[src/rtl/wb_dram_narrow_bridge.sv]
// 32-bit Wishbone classic slave to 128-bit DRAM user-port master width adapter.
// Define WB_BRIDGE_LINEBUF_EN to add a single-line write-through read buffer.
module wb_dram_narrow_bridge #(
    parameter int TIMEOUT_CYCLES = 1024,
    parameter int TO_W           = 16
) (
    input  logic         clk,
    input  logic         rst,
    input  logic [31:0]  s_adr,
    input  logic [31:0]  s_dat_i,
    output logic [31:0]  s_dat_o,
    input  logic         s_we,
    input  logic [3:0]   s_sel,
    input  logic         s_stb,
    input  logic         s_cyc,
    output logic         s_ack,
    output logic         s_err,
    output logic [31:0]  m_adr,
    output logic [127:0] m_dat_o,
    input  logic [127:0] m_dat_i,
    output logic         m_we,
    output logic [15:0]  m_sel,
    output logic         m_stb,
    output logic         m_cyc,
    input  logic         m_ack,
    input  logic         m_err
);

    typedef enum logic [1:0] {
        ST_IDLE = 2'd0,
        ST_REQ  = 2'd1,
        ST_RESP = 2'd2
`ifdef WB_BRIDGE_LINEBUF_EN
        , ST_HIT = 2'd3
`endif
    } state_t;

    localparam bit             TO_EN   = (TIMEOUT_CYCLES != 0);
    localparam logic [TO_W-1:0] TO_LAST = TO_W'(TIMEOUT_CYCLES - 1);
    localparam logic [TO_W-1:0] TO_ONE  = TO_W'(1);

    state_t          state_r;
    state_t          next_state_s;
    logic [1:0]      lane_r;
    logic            abort_r;
    logic [TO_W-1:0] to_cnt_r;
    logic            req_s;
    logic            done_s;
    logic            timeout_s;
    logic            bus_err_s;
    logic            deliver_s;
    logic            unused_s;

    logic [31:0]     s_dat_o_r;
    logic            s_ack_r;
    logic            s_err_r;
    logic [31:0]     m_adr_r;
    logic [127:0]    m_dat_o_r;
    logic            m_we_r;
    logic [15:0]     m_sel_r;
    logic            m_cyc_r;

    function automatic logic [31:0] pick_word(input logic [127:0] line, input logic [1:0] lane);
        return line[{lane, 5'b00000} +: 32];
    endfunction

`ifdef WB_BRIDGE_LINEBUF_EN
    logic [127:0] lb_data_r;
    logic [27:0]  lb_tag_r;
    logic         lb_valid_r;
    logic         lb_hit_s;
    logic         line_hit_s;

    function automatic logic [127:0] merge_bytes(input logic [127:0] old_line,
                                                 input logic [127:0] new_line,
                                                 input logic [15:0]  sel);
        logic [127:0] res;
        res = old_line;
        for (int i = 0; i < 16; i++) begin
            if (sel[i]) begin
                res[8*i +: 8] = new_line[8*i +: 8];
            end
        end
        return res;
    endfunction
`endif

    assign unused_s = ^s_adr[1:0];

    // Handshake decode; a simultaneous ack and err counts as an error.
    always_comb begin
        req_s     = s_cyc & s_stb;
        done_s    = m_ack | m_err;
        if (TO_EN && (state_r == ST_REQ) && !done_s && (to_cnt_r == TO_LAST)) begin
            timeout_s = 1'b1;
        end else begin
            timeout_s = 1'b0;
        end
        bus_err_s = m_err | timeout_s;
        deliver_s = s_cyc & ~abort_r;
`ifdef WB_BRIDGE_LINEBUF_EN
        lb_hit_s   = ~s_we & lb_valid_r & (lb_tag_r == s_adr[31:4]);
        line_hit_s = lb_valid_r & (lb_tag_r == m_adr_r[31:4]);
`endif
    end

    // Next-state logic.
    always_comb begin
        next_state_s = state_r;
        case (state_r)
            ST_IDLE: begin
                if (req_s) begin
`ifdef WB_BRIDGE_LINEBUF_EN
                    if (lb_hit_s) begin
                        next_state_s = ST_HIT;
                    end else begin
                        next_state_s = ST_REQ;
                    end
`else
                    next_state_s = ST_REQ;
`endif
                end else begin
                    next_state_s = ST_IDLE;
                end
            end
            ST_REQ: begin
                if (done_s || timeout_s) begin
                    next_state_s = ST_RESP;
                end else begin
                    next_state_s = ST_REQ;
                end
            end
            ST_RESP: next_state_s = ST_IDLE;
`ifdef WB_BRIDGE_LINEBUF_EN
            ST_HIT:  next_state_s = ST_IDLE;
`endif
            default: next_state_s = ST_IDLE;
        endcase
    end

    // State register.
    always_ff @(posedge clk or posedge rst) begin
        if (rst) begin
            state_r <= ST_IDLE;
        end else begin
            state_r <= next_state_s;
        end
    end

    // Request capture, DRAM handshake, timeout count and core-side response.
    always_ff @(posedge clk or posedge rst) begin
        if (rst) begin
            lane_r    <= 2'b00;
            abort_r   <= 1'b0;
            to_cnt_r  <= '0;
            s_dat_o_r <= 32'h0000_0000;
            s_ack_r   <= 1'b0;
            s_err_r   <= 1'b0;
            m_adr_r   <= 32'h0000_0000;
            m_dat_o_r <= 128'h0;
            m_we_r    <= 1'b0;
            m_sel_r   <= 16'h0000;
            m_cyc_r   <= 1'b0;
        end else begin
            case (state_r)
                ST_IDLE: begin
                    if (req_s) begin
                        lane_r    <= s_adr[3:2];
                        abort_r   <= 1'b0;
                        m_adr_r   <= {s_adr[31:4], 4'b0000};
                        m_we_r    <= s_we;
                        m_sel_r   <= {12'h000, s_sel} << {s_adr[3:2], 2'b00};
                        m_dat_o_r <= {4{s_dat_i}};
`ifdef WB_BRIDGE_LINEBUF_EN
                        if (lb_hit_s) begin
                            s_ack_r   <= 1'b1;
                            s_dat_o_r <= pick_word(lb_data_r, s_adr[3:2]);
                        end else begin
                            m_cyc_r <= 1'b1;
                        end
`else
                        m_cyc_r <= 1'b1;
`endif
                    end
                end
                ST_REQ: begin
                    to_cnt_r <= to_cnt_r + TO_ONE;
                    if (!s_cyc) begin
                        abort_r <= 1'b1;
                    end
                    // An abandoned cycle still runs to completion, but nothing is reported.
                    if (done_s || timeout_s) begin
                        m_cyc_r  <= 1'b0;
                        to_cnt_r <= '0;
                        s_err_r  <= bus_err_s & deliver_s;
                        s_ack_r  <= ~bus_err_s & deliver_s;
                        if (~bus_err_s & deliver_s & ~m_we_r) begin
                            s_dat_o_r <= pick_word(m_dat_i, lane_r);
                        end
                    end
                end
                ST_RESP: begin
                    s_ack_r <= 1'b0;
                    s_err_r <= 1'b0;
                end
`ifdef WB_BRIDGE_LINEBUF_EN
                ST_HIT: begin
                    s_ack_r <= 1'b0;
                end
`endif
                default: begin
                    m_cyc_r <= 1'b0;
                    s_ack_r <= 1'b0;
                    s_err_r <= 1'b0;
                end
            endcase
        end
    end

`ifdef WB_BRIDGE_LINEBUF_EN
    // Line buffer: reads allocate, writes to the held line merge through, failures invalidate.
    always_ff @(posedge clk or posedge rst) begin
        if (rst) begin
            lb_data_r  <= 128'h0;
            lb_tag_r   <= 28'h0;
            lb_valid_r <= 1'b0;
        end else if ((state_r == ST_REQ) && (done_s || timeout_s)) begin
            if (bus_err_s) begin
                if (line_hit_s) begin
                    lb_valid_r <= 1'b0;
                end
            end else if (!m_we_r) begin
                lb_data_r  <= m_dat_i;
                lb_tag_r   <= m_adr_r[31:4];
                lb_valid_r <= 1'b1;
            end else if (line_hit_s) begin
                lb_data_r <= merge_bytes(lb_data_r, m_dat_o_r, m_sel_r);
            end
        end
    end
`endif

    assign s_dat_o = s_dat_o_r;
    assign s_ack   = s_ack_r;
    assign s_err   = s_err_r;
    assign m_adr   = m_adr_r;
    assign m_dat_o = m_dat_o_r;
    assign m_we    = m_we_r;
    assign m_sel   = m_sel_r;
    assign m_stb   = m_cyc_r;
    assign m_cyc   = m_cyc_r;

endmodule

[config.mk]
export PLATFORM = sky130hd
export DESIGN_NAME = wb_dram_narrow_bridge
export DESIGN_NICKNAME = d
export VERILOG_FILES = /design/src/rtl/wb_dram_narrow_bridge.sv
export SDC_FILE = /design/constraint.sdc
export NUM_CORES = 1
export LEC_CHECK = 0
export ABC_AREA = 1
export CAP_MARGIN = 15
export CORE_AREA = 3 3 161 163
export DETAILED_ROUTE_END_ITERATION = 8
export DIE_AREA = 0 0 164 166
export GPL_ROUTABILITY_DRIVEN = 0
export PLACE_DENSITY = 0.66
export SETUP_SLACK_MARGIN = 0.5
export SLEW_MARGIN = 0
export SYNTH_ARGS = -nofsm -noshare
export SYNTH_HDL_FRONTEND = slang
export SYNTH_SLANG_ARGS = --single-unit
[constraint.sdc]
create_clock -name clk -period 4.1 [get_ports clk]
set_input_delay 0.82 -clock clk [delete_from_list [all_inputs] [get_ports clk]]
set_output_delay 0.82 -clock clk [all_outputs]
set_load 0.01 [all_outputs]
[Yosys cells after proc, flatten, opt, wreduce, memory -nomap -nowiden]
Cells that the tools add are included.
Storage, ports and cells
  register bits after elaboration: 229
Cells by class
  add/sub/neg operators: 1
  equal/unequal tests: 6
  shift operators: 2
  multiplexer cells: 15
  bitwise logic cells: 12
  reductions and logical operators: 11
Operators with widths (number)
  variable part select 128 x 8 -> 32 bit: 1
  adder 16 x 1 -> 16 bit (second input constant): 1
  == test 16 x 10 -> 1 bit (second input constant): 1
  two-way mux 16 bit: 1
  << shifter 4 x 4 -> 16 bit: 1
  AND reduction 3 bit: 3
  two-way mux 1 bit: 8
  case mux 1 bit (2 select lines): 3
  bitwise AND 1 bit: 5
  inverter 1 bit: 5
  != test 2 bit (second input constant): 2
  case mux 2 bit (2 select lines): 1
  AND reduction 2 bit: 2
  case mux 1 bit (3 select lines): 1
  == test 2 x 1 -> 1 bit (second input constant): 1
  == test 2 bit (second input constant): 1
  logical AND 1 bit: 2
  logical NOT 2 bit: 1
  two-way mux 2 bit: 1
  != test 2 x 1 -> 1 bit (second input constant): 1
  bitwise OR 1 bit: 2
  nonzero test 2 bit: 1
  logical NOT 1 bit: 1
  logical OR 1 bit: 1

[Depth between registers and ports, before layout]
Gate-level depths: netlist of run 1.
  word-level depth: 10
  mapped depth: 9
  mapped depth without buffers: 9

[Worst setup path before layout of run 1]
No wires, ideal clock.
  kind: input to register
  start point: input m_err
  end point: register to_cnt_r[9]
  setup time: 0.118 ns
  arrival: 1.660 ns
  data required time: 3.982 ns
  path slack: 2.322 ns
  stages: 9
  cells stage by stage: inv_1 > nand2_2 > nor2_1 > nand2_1 > nor2_4 > nor2_4 > nor2_8 > buf_6 > nor2_1
On the way
  word-level cells in the longest chain between the ends: 7
RTL lines
  from (decl): line 26  | input logic m_err
  bitwise OR 1 bit (*): line 93  | done_s = m_ack | m_err;
  logical NOT 1 bit: line 94  | if (TO_EN && (state_r == ST_REQ) && !done_s && (to_cnt_r == TO_LAST)) begin
  logical AND 1 bit (2 in a row): line 94
  two-way mux 1 bit: line 94
  logical OR 1 bit (*): line 192  | if (done_s || timeout_s) begin
  two-way mux 16 bit (*): line 192
  to (signal assigned): line 187  | to_cnt_r <= to_cnt_r + TO_ONE;
  to (decl): line 46  | logic [TO_W-1:0] to_cnt_r;
Every way passes the cells marked *; elsewhere a longest branch is shown, timed or not.
A chain may end at the register's enable or synchronous reset.

[Worst setup path in the final report of run 1]
  start point: register m_we_r (netlist: m_we)
  end point: output m_we
RTL lines
  from (decl): line 59  | logic m_we_r;
  from (signal assigned): line 171  | m_we_r <= s_we;
  to (decl): line 21  | output logic m_we,
No word-level cell between the ends.

==> qor.csv, run 1 <==
stage;metric;value;unit
floorplan;die-area;0.0272;sq mm
timing;max_slew_margin;34.6;%
clock_network;cts_tree;built;
detailed_routing;dr_wl_met3;1640;um
logic_synthesis;ys_warn_count;0;
floorplan;coreArea;0.0245;sq mm
global_route;overflow;0;
layout;syn2layout_area_growth;58.1;%
pwr;leakage;5.04;nW
critical_path;reg2reg_to;s_dat_o[9]$_DFFE_PP0P_;
layout;n_antenna_cell;0;
logic_synthesis;synth_commonest_cells;nand2_1, dfrtp_1, o21ai_0;
clock_network;clockBufferDepth;2;
logic_synthesis;synth_top_area_cell;dfrtp_1;
clock_network;numCtsBuffers;17;
pwr;vdd_drop_max;0.230;mV
detailed_routing;detail_route.wl_per_cell;16.7;um
critical_path;crit_required;3.28;ns
critical_path;startpoint;m_we$_DFFE_PP0P_;
logic_synthesis;synth_cell_types;28;
floorplan;die_x;164;um
placement;portBuffers;409;
global_route;grt_max_degree;127;
clock_network;clock-root-buffer;clkbuf_16;
logic_synthesis;async_reset_ff_share;100;%
clock_network;cts_hold_buffers;0;
detailed_routing;vias_per_cell;4.48;
detailed_routing;wl_met2;13300;um
timing;fin_setup_tns;0;ns
clock_network;post_cts.repair.setup_buffers;0;
global_route;track_usage;18.5;%
timing;rsz0062_at_grt;no;
logic_synthesis;ys_seq_area_share;46.5;%
timing;worst_slew_pin_slew;0.981;ns
critical_path;critical-path-slowest-cell;clkdlybuf4s50_1;
timing;finClkSkew;0.0131;ns
logic_synthesis;synth-seq-cells;133;
detailed_routing;ant_nets;0;
global_route;grt_pass1_wl;39300;um
layout;final_nets;1424;
timing;fin_crit_sh;56.7;%
logic_synthesis;synthTopCellsByArea;dfrtp_1, nand2_1, buf_4, o21ai_0, nor2_1;
detailed_routing;drt-initial-drc-count;288;
critical_path;path_max_fanout;3;
clock_network;ctsResizeCount;0;
clock_network;cts.sinks;133;
floorplan;start_util;29.2;%
detailed_routing;firstDrtPassIters;6;
flow_run;cap_violations;0;
logic_synthesis;synth_cells;927;
logic_synthesis;avgSynthCellArea;7.72;sq um
layout;finish.instance_area;0.0113;sq mm
logic_synthesis;ys.flop_type;dfrtp_1;
floorplan;die_h;166;um
timing;hold_viol_final;0;
global_route;grt_pass1_vias;7030;
floorplan;ios;416;
layout;drive_above_1_share;4.55;%
pwr;powerDensity;474;mW/mm^2
logic_synthesis;syn-cell-area;0.00715;sq mm
critical_path;crit_path_end;m_we;
detailed_routing;vias;6964;
hold_path;hp-class;reg -> reg;
timing;final-setup-viol-count;0;
critical_path;rr_worst_depth;5;
critical_path;r2r-start;lane_r[0]$_DFFE_PP0P_;
placement;hpwlAfterDp;18700;um
placement;placedInstanceArea;0.0108;sq mm
critical_path;path_delay_family;buffers and inverters;
detailed_routing;wl;25900;um
critical_path;cp_data_arrival_time;1.50;ns
timing;worst_slack;1.78;ns
critical_path;slowest_delay;0.62;ns
detailed_routing;drc;0;
clock_network;htreeDepth;4;
critical_path;end_kind;output pin;
critical_path;path_depth;1;
critical_path;r2r_slack;1.86;ns
logic_synthesis;synth_edf_count;0;
timing;period_needed;2.32;ns
logic_synthesis;yosysMostFrequentCell;nand2_1;
critical_path;startpoint_type;flop;
timing;whs;0.476;ns
global_route;antenna_found_initial;0;
floorplan;row_count;57;
detailed_routing;topRoutingLayerUsed;met4;
detailed_routing;drt-met1-wl;10300;um
critical_path;worst-path-buf-inv;1;
critical_path;worstSetupPathType;reg -> out;
timing;fmax;430;MHz
outcome;status;finished clean;
placement;dpl_worst_slack;1.37;ns
critical_path;cp_cell_sequence;clkdlybuf4s50_1;
clock_network;clk_latency;0.41;ns
clock_network;clkTransAtPathRegs;0.06;ns
logic_synthesis;synth_top_area_share;46.5;%
timing;drv_slew;0;
## power by group
| group | switching (mW) | leakage, nW | internal, mW |
|---|---|---|---|
| clock network | 0.587 | 0.247 | 0.763 |
| logic | 0.985 | 3.07 | 1.19 |
| registers | 0.245 | 1.72 | 1.60 |
## placed cells by master, fill, tap and decap left out, types with 5 or more instances in the layout
master,instances
buf_4,8
clkbuf_16,17
clkdlybuf4s50_1,409
dfrtp_1,132
inv_1,27
nand2_1,326
nand3_1,13
nor2_1,97
nor2_4,5
o21ai_0,109
o22ai_1,33
o31ai_1,8
xor2_1,6
## flip-flops by register name, summed over array words and instances, names as in the netlist
signal and flops:
m_dat_o 32, s_dat_o 32, m_adr 28, m_sel 16, to_cnt_r 16, lane_r 2
state_r 2, abort_r 1, m_cyc 1, m_we 1, s_ack 1, s_err 1
## cell type report
| cell class | count | area [sq um] |
|---|---|---|
| Clock inverter | 12 | 86.3 |
| Tap cell | 324 | 405 |
| Sequential cell | 133 | 3330 |
| Timing Repair Buffer | 419 | 4190 |
| Clock buffer | 17 | 425 |
| Fill cell | 2390 | 13200 |
| Inverter | 30 | 116 |
| Multi-Input combinational cell | 619 | 2750 |
## how the worst min path moves through the flow
stage / from / end / cells past startpoint
after floorplan: to_cnt_r[15]$_DFFE_PP0P_ / to_cnt_r[15]$_DFFE_PP0P_ / 2
after global placement: s_err$_DFFE_PP0P_ / s_err$_DFFE_PP0P_ / 2
after detailed placement: m_adr[9]$_DFFE_PP0P_ / m_adr[9]$_DFFE_PP0P_ / 2
after CTS: m_adr[19]$_DFFE_PP0P_ / m_adr[19]$_DFFE_PP0P_ / 2
after global routing: m_adr[5]$_DFFE_PP0P_ / m_adr[5]$_DFFE_PP0P_ / 2
final: m_adr[19]$_DFFE_PP0P_ / m_adr[19]$_DFFE_PP0P_ / 2
## cell families (layout without fill, tap and decap cells)
group	Yosys count	count (layout)	share of synthesized area, %
and+or+nand+nor	453	453	25.5
buffers and inverters	178	478	15.3
AOI/OAI and AO/OA	155	155	11.7
DFF	133	133	46.5
xor gates and xnor gates	6	6	0.735
adders and majority gates	1	1	0.175
other	1	4	0.0524
## through the flow
step                      util (%)  cells  total power [mW]
after floorplan                  -    930              2.92
final                         46.2   1554              5.36
after global placement        44.1   1525              4.04
after global routing          46.2   1554              5.69
after CTS                     46.2   1554              5.45
after detailed placement      44.1   1525              4.06
## layer usage
metal	track usage (%)	vias to the layer above
met5	0	-
met4	5.96	0
met3	4.24	36
met2	33.6	285
met1	21.4	3199
li1	-	3444
(Power assumes the default switching activity.)
==> run 2: changes to the inputs <==
--- a/config.mk
+++ b/config.mk
@@ -11,7 +11,6 @@
 export DETAILED_ROUTE_END_ITERATION = 8
 export DIE_AREA = 0 0 164 166
 export GPL_ROUTABILITY_DRIVEN = 0
-export PLACE_DENSITY = 0.66
 export SETUP_SLACK_MARGIN = 0.5
 export SLEW_MARGIN = 0
 export SYNTH_ARGS = -nofsm -noshare
==> constraint.sdc (replaced) <==
create_clock -name clk -period 2.3 [get_ports clk]
set_input_delay 0.46 -clock clk [delete_from_list [all_inputs] [get_ports clk]]
set_output_delay 0.46 -clock clk [all_outputs]
set_load 0.01 [all_outputs]
==> qor.csv, run 2 (same netlist as run 1, synthesis figures left out) <==
stage;metric;value;unit;change
outcome;status;finished clean;;unchanged
global_route;antenna_found_initial;0;;unchanged
timing;fin_crit_sh;74.3;%;
floorplan;start_util;29.2;%;unchanged
clock_network;clock-root-buffer;clkbuf_16;;unchanged
pwr;power.share.switching;34.3;%;was 33.9%
critical_path;startpoint_type;flop;;unchanged
timing;fmax;585;MHz;
clock_network;cts_hold_buffers;0;;unchanged
timing;drv_slew;0;;unchanged
floorplan;row_count;57;;unchanged
critical_path;crit_required;1.84;ns;was 3.28 ns
critical_path;rr_worst_depth;8;;was 5
critical_path;cp_data_arrival_time;1.25;ns;was 1.50 ns
clock_network;clk_latency;0.41;ns;about the same
floorplan;die_h;166;um;unchanged
global_route;grt_pass1_wl;40300;um;was 39,300 um
floorplan;coreArea;0.0245;sq mm;unchanged
layout;layout.cells.non_filler;1578;;was 1,554
global_route;track_usage;18.9;%;was 18.5%
timing;worst_slack;0.591;ns;was 1.78 ns
critical_path;r2r-start;state_r[1]$_DFF_PP0_;;was lane_r[0]$_DFFE_PP0P_
detailed_routing;detail_route.wl_per_cell;16.4;um;was 16.7 um
timing;final-setup-viol-count;0;;unchanged
pwr;powerDensity;830;mW/mm^2;was 474 mW/mm^2
layout;drive_above_1_share;7.18;%;was 4.55%
timing;fin_setup_tns;0;ns;unchanged
clock_network;cts.sinks;133;;unchanged
layout;layout_commonest_cell;nand2_1;;was clkdlybuf4s50_1
timing;finClkSkew;0.00868;ns;was 0.0131 ns
timing;period_needed;1.71;ns;
layout;n_antenna_cell;0;;unchanged
layout;fin_util;47.0;%;was 46.2%
layout;syn2layout_area_growth;60.7;%;was 58.1%
floorplan;die-area;0.0272;sq mm;unchanged
floorplan;ios;416;;unchanged
critical_path;worstSetupPathType;reg -> out;;unchanged
detailed_routing;firstDrtPassIters;4;;was 6
layout;final_cell_mix;nand2_1, clkdlybuf4s50_1, dlygate4sd2_1;;was clkdlybuf4s50_1, nand2_1, dfrtp_1
placement;portBuffers;409;;unchanged
detailed_routing;wl;25900;um;about the same
pwr;vdd_drop_max;0.463;mV;was 0.230 mV
pwr;p_seq_share;33.6;%;was 34.3%
detailed_routing;drc;0;;unchanged
pwr;power;9.54;mW;was 5.36 mW
critical_path;end_kind;output pin;;unchanged
floorplan;die_x;164;um;unchanged
layout;nFillCells;2479;;was 2,390
detailed_routing;vias;6970;;was 6,964
timing;hold_viol_final;0;;unchanged
flow_run;cap_violations;0;;unchanged
global_route;grt_pass1_vias;7151;;was 7,030
pwr;leakage;6.10;nW;was 5.04 nW
placement;hpwlAfterDp;19100;um;was 18,700 um
placement;placedInstanceArea;0.0109;sq mm;was 0.0108 sq mm
global_route;overflow;0;;unchanged
critical_path;reg2reg_to;s_dat_o[28]$_DFFE_PP0P_;;was s_dat_o[9]$_DFFE_PP0P_
detailed_routing;vias_per_cell;4.42;;was 4.48
critical_path;startpoint;m_dat_o[111]$_DFFE_PP0P_;;was m_we$_DFFE_PP0P_
placement;dp_cells;1533;;was 1,525
timing;rsz0062_at_grt;no;;unchanged
timing;whs;0.383;ns;was 0.476 ns
detailed_routing;drt-initial-drc-count;244;;was 288
pwr;internal-power;6.27;mW;was 3.55 mW
detailed_routing;ant_nets;0;;unchanged
layout;final_nets;1445;;was 1,424
pwr;power_switching;3.27;mW;was 1.82 mW
clock_network;numCtsBuffers;17;;unchanged
critical_path;r2r_slack;0.74;ns;was 1.86 ns
clock_network;clockBufferDepth;2;;unchanged
clock_network;cts_tree;built;;unchanged
hold_path;hp-class;in -> async;;was reg -> reg
layout;finish.instance_area;0.0115;sq mm;was 0.0113 sq mm
placement;dpl_worst_slack;0.267;ns;was 1.37 ns
pwr;clock_power_share;29.8;%;was 25.2%
pwr;combinationalPowerShare;36.6;%;was 40.5%
clock_network;clkTransAtPathRegs;0.06;ns;about the same
clock_network;htreeDepth;4;;unchanged
global_route;grt_max_degree;66;;was 127
critical_path;path_max_fanout;4;;was 3
-- run 2: power groups by stage --
stage	registers, mW	clock network [mW]	logic [mW]
5_1_grt	3.29	3.04	3.84
3_5_place_dp	3.30	0	3.98
2_1_floorplan	3.44	0	1.76
4_1_cts	3.23	2.94	3.58
3_3_place_gp	3.29	0	3.96
6_report	3.21	2.84	3.49
-- run 2: worst max-delay path, stage by stage (launching register included) --
cell and delay [ns]:
dfrtp_1 0.40, buf_4 0.16, dlygate4sd2_1 0.28
-- run 2: what timing repair did --
item                                    CTS  global route
hold endpoints to repair                  0             0
endpoints found under the setup margin  182            31
gates resized for setup                 190            31
setup buffers                            13             0
-- run 2: how the worst max path moves through the flow --
stage | to | slack, ns
2_1_floorplan | abort_r$_DFFE_PP0P_ | 0.19
3_3_place_gp | s_dat_o[4]$_DFFE_PP0P_ | 0.28
3_5_place_dp | s_dat_o[20]$_DFFE_PP0P_ | 0.27
4_1_cts | m_we | 0.44
5_1_grt | m_dat_o[41] | 0.53
6_report | m_dat_o[15] | 0.59
-- run 2: area by class of cell --
type,instances,area [sq um],share of cell area (%)
Clock inverter,14,178,1.55
Inverter,30,116,1.01
Tap cell,324,405,3.53
Sequential cell,133,3340,29.1
Timing Repair Buffer,440,4270,37.1
Multi-Input combinational cell,619,2750,23.9
Clock buffer,18,439,3.82
-- run 2: metal layers --
| metal | up-vias | wire [um] | global-route usage (%) |
|---|---|---|---|
| li1 | 3485 | - | - |
| met1 | 3186 | 10400 | 22.5 |
| met2 | 272 | 12900 | 32.9 |
| met3 | 27 | 1950 | 5.24 |
| met4 | 0 | 539 | 5.96 |
| met5 | - | 0 | 0 |
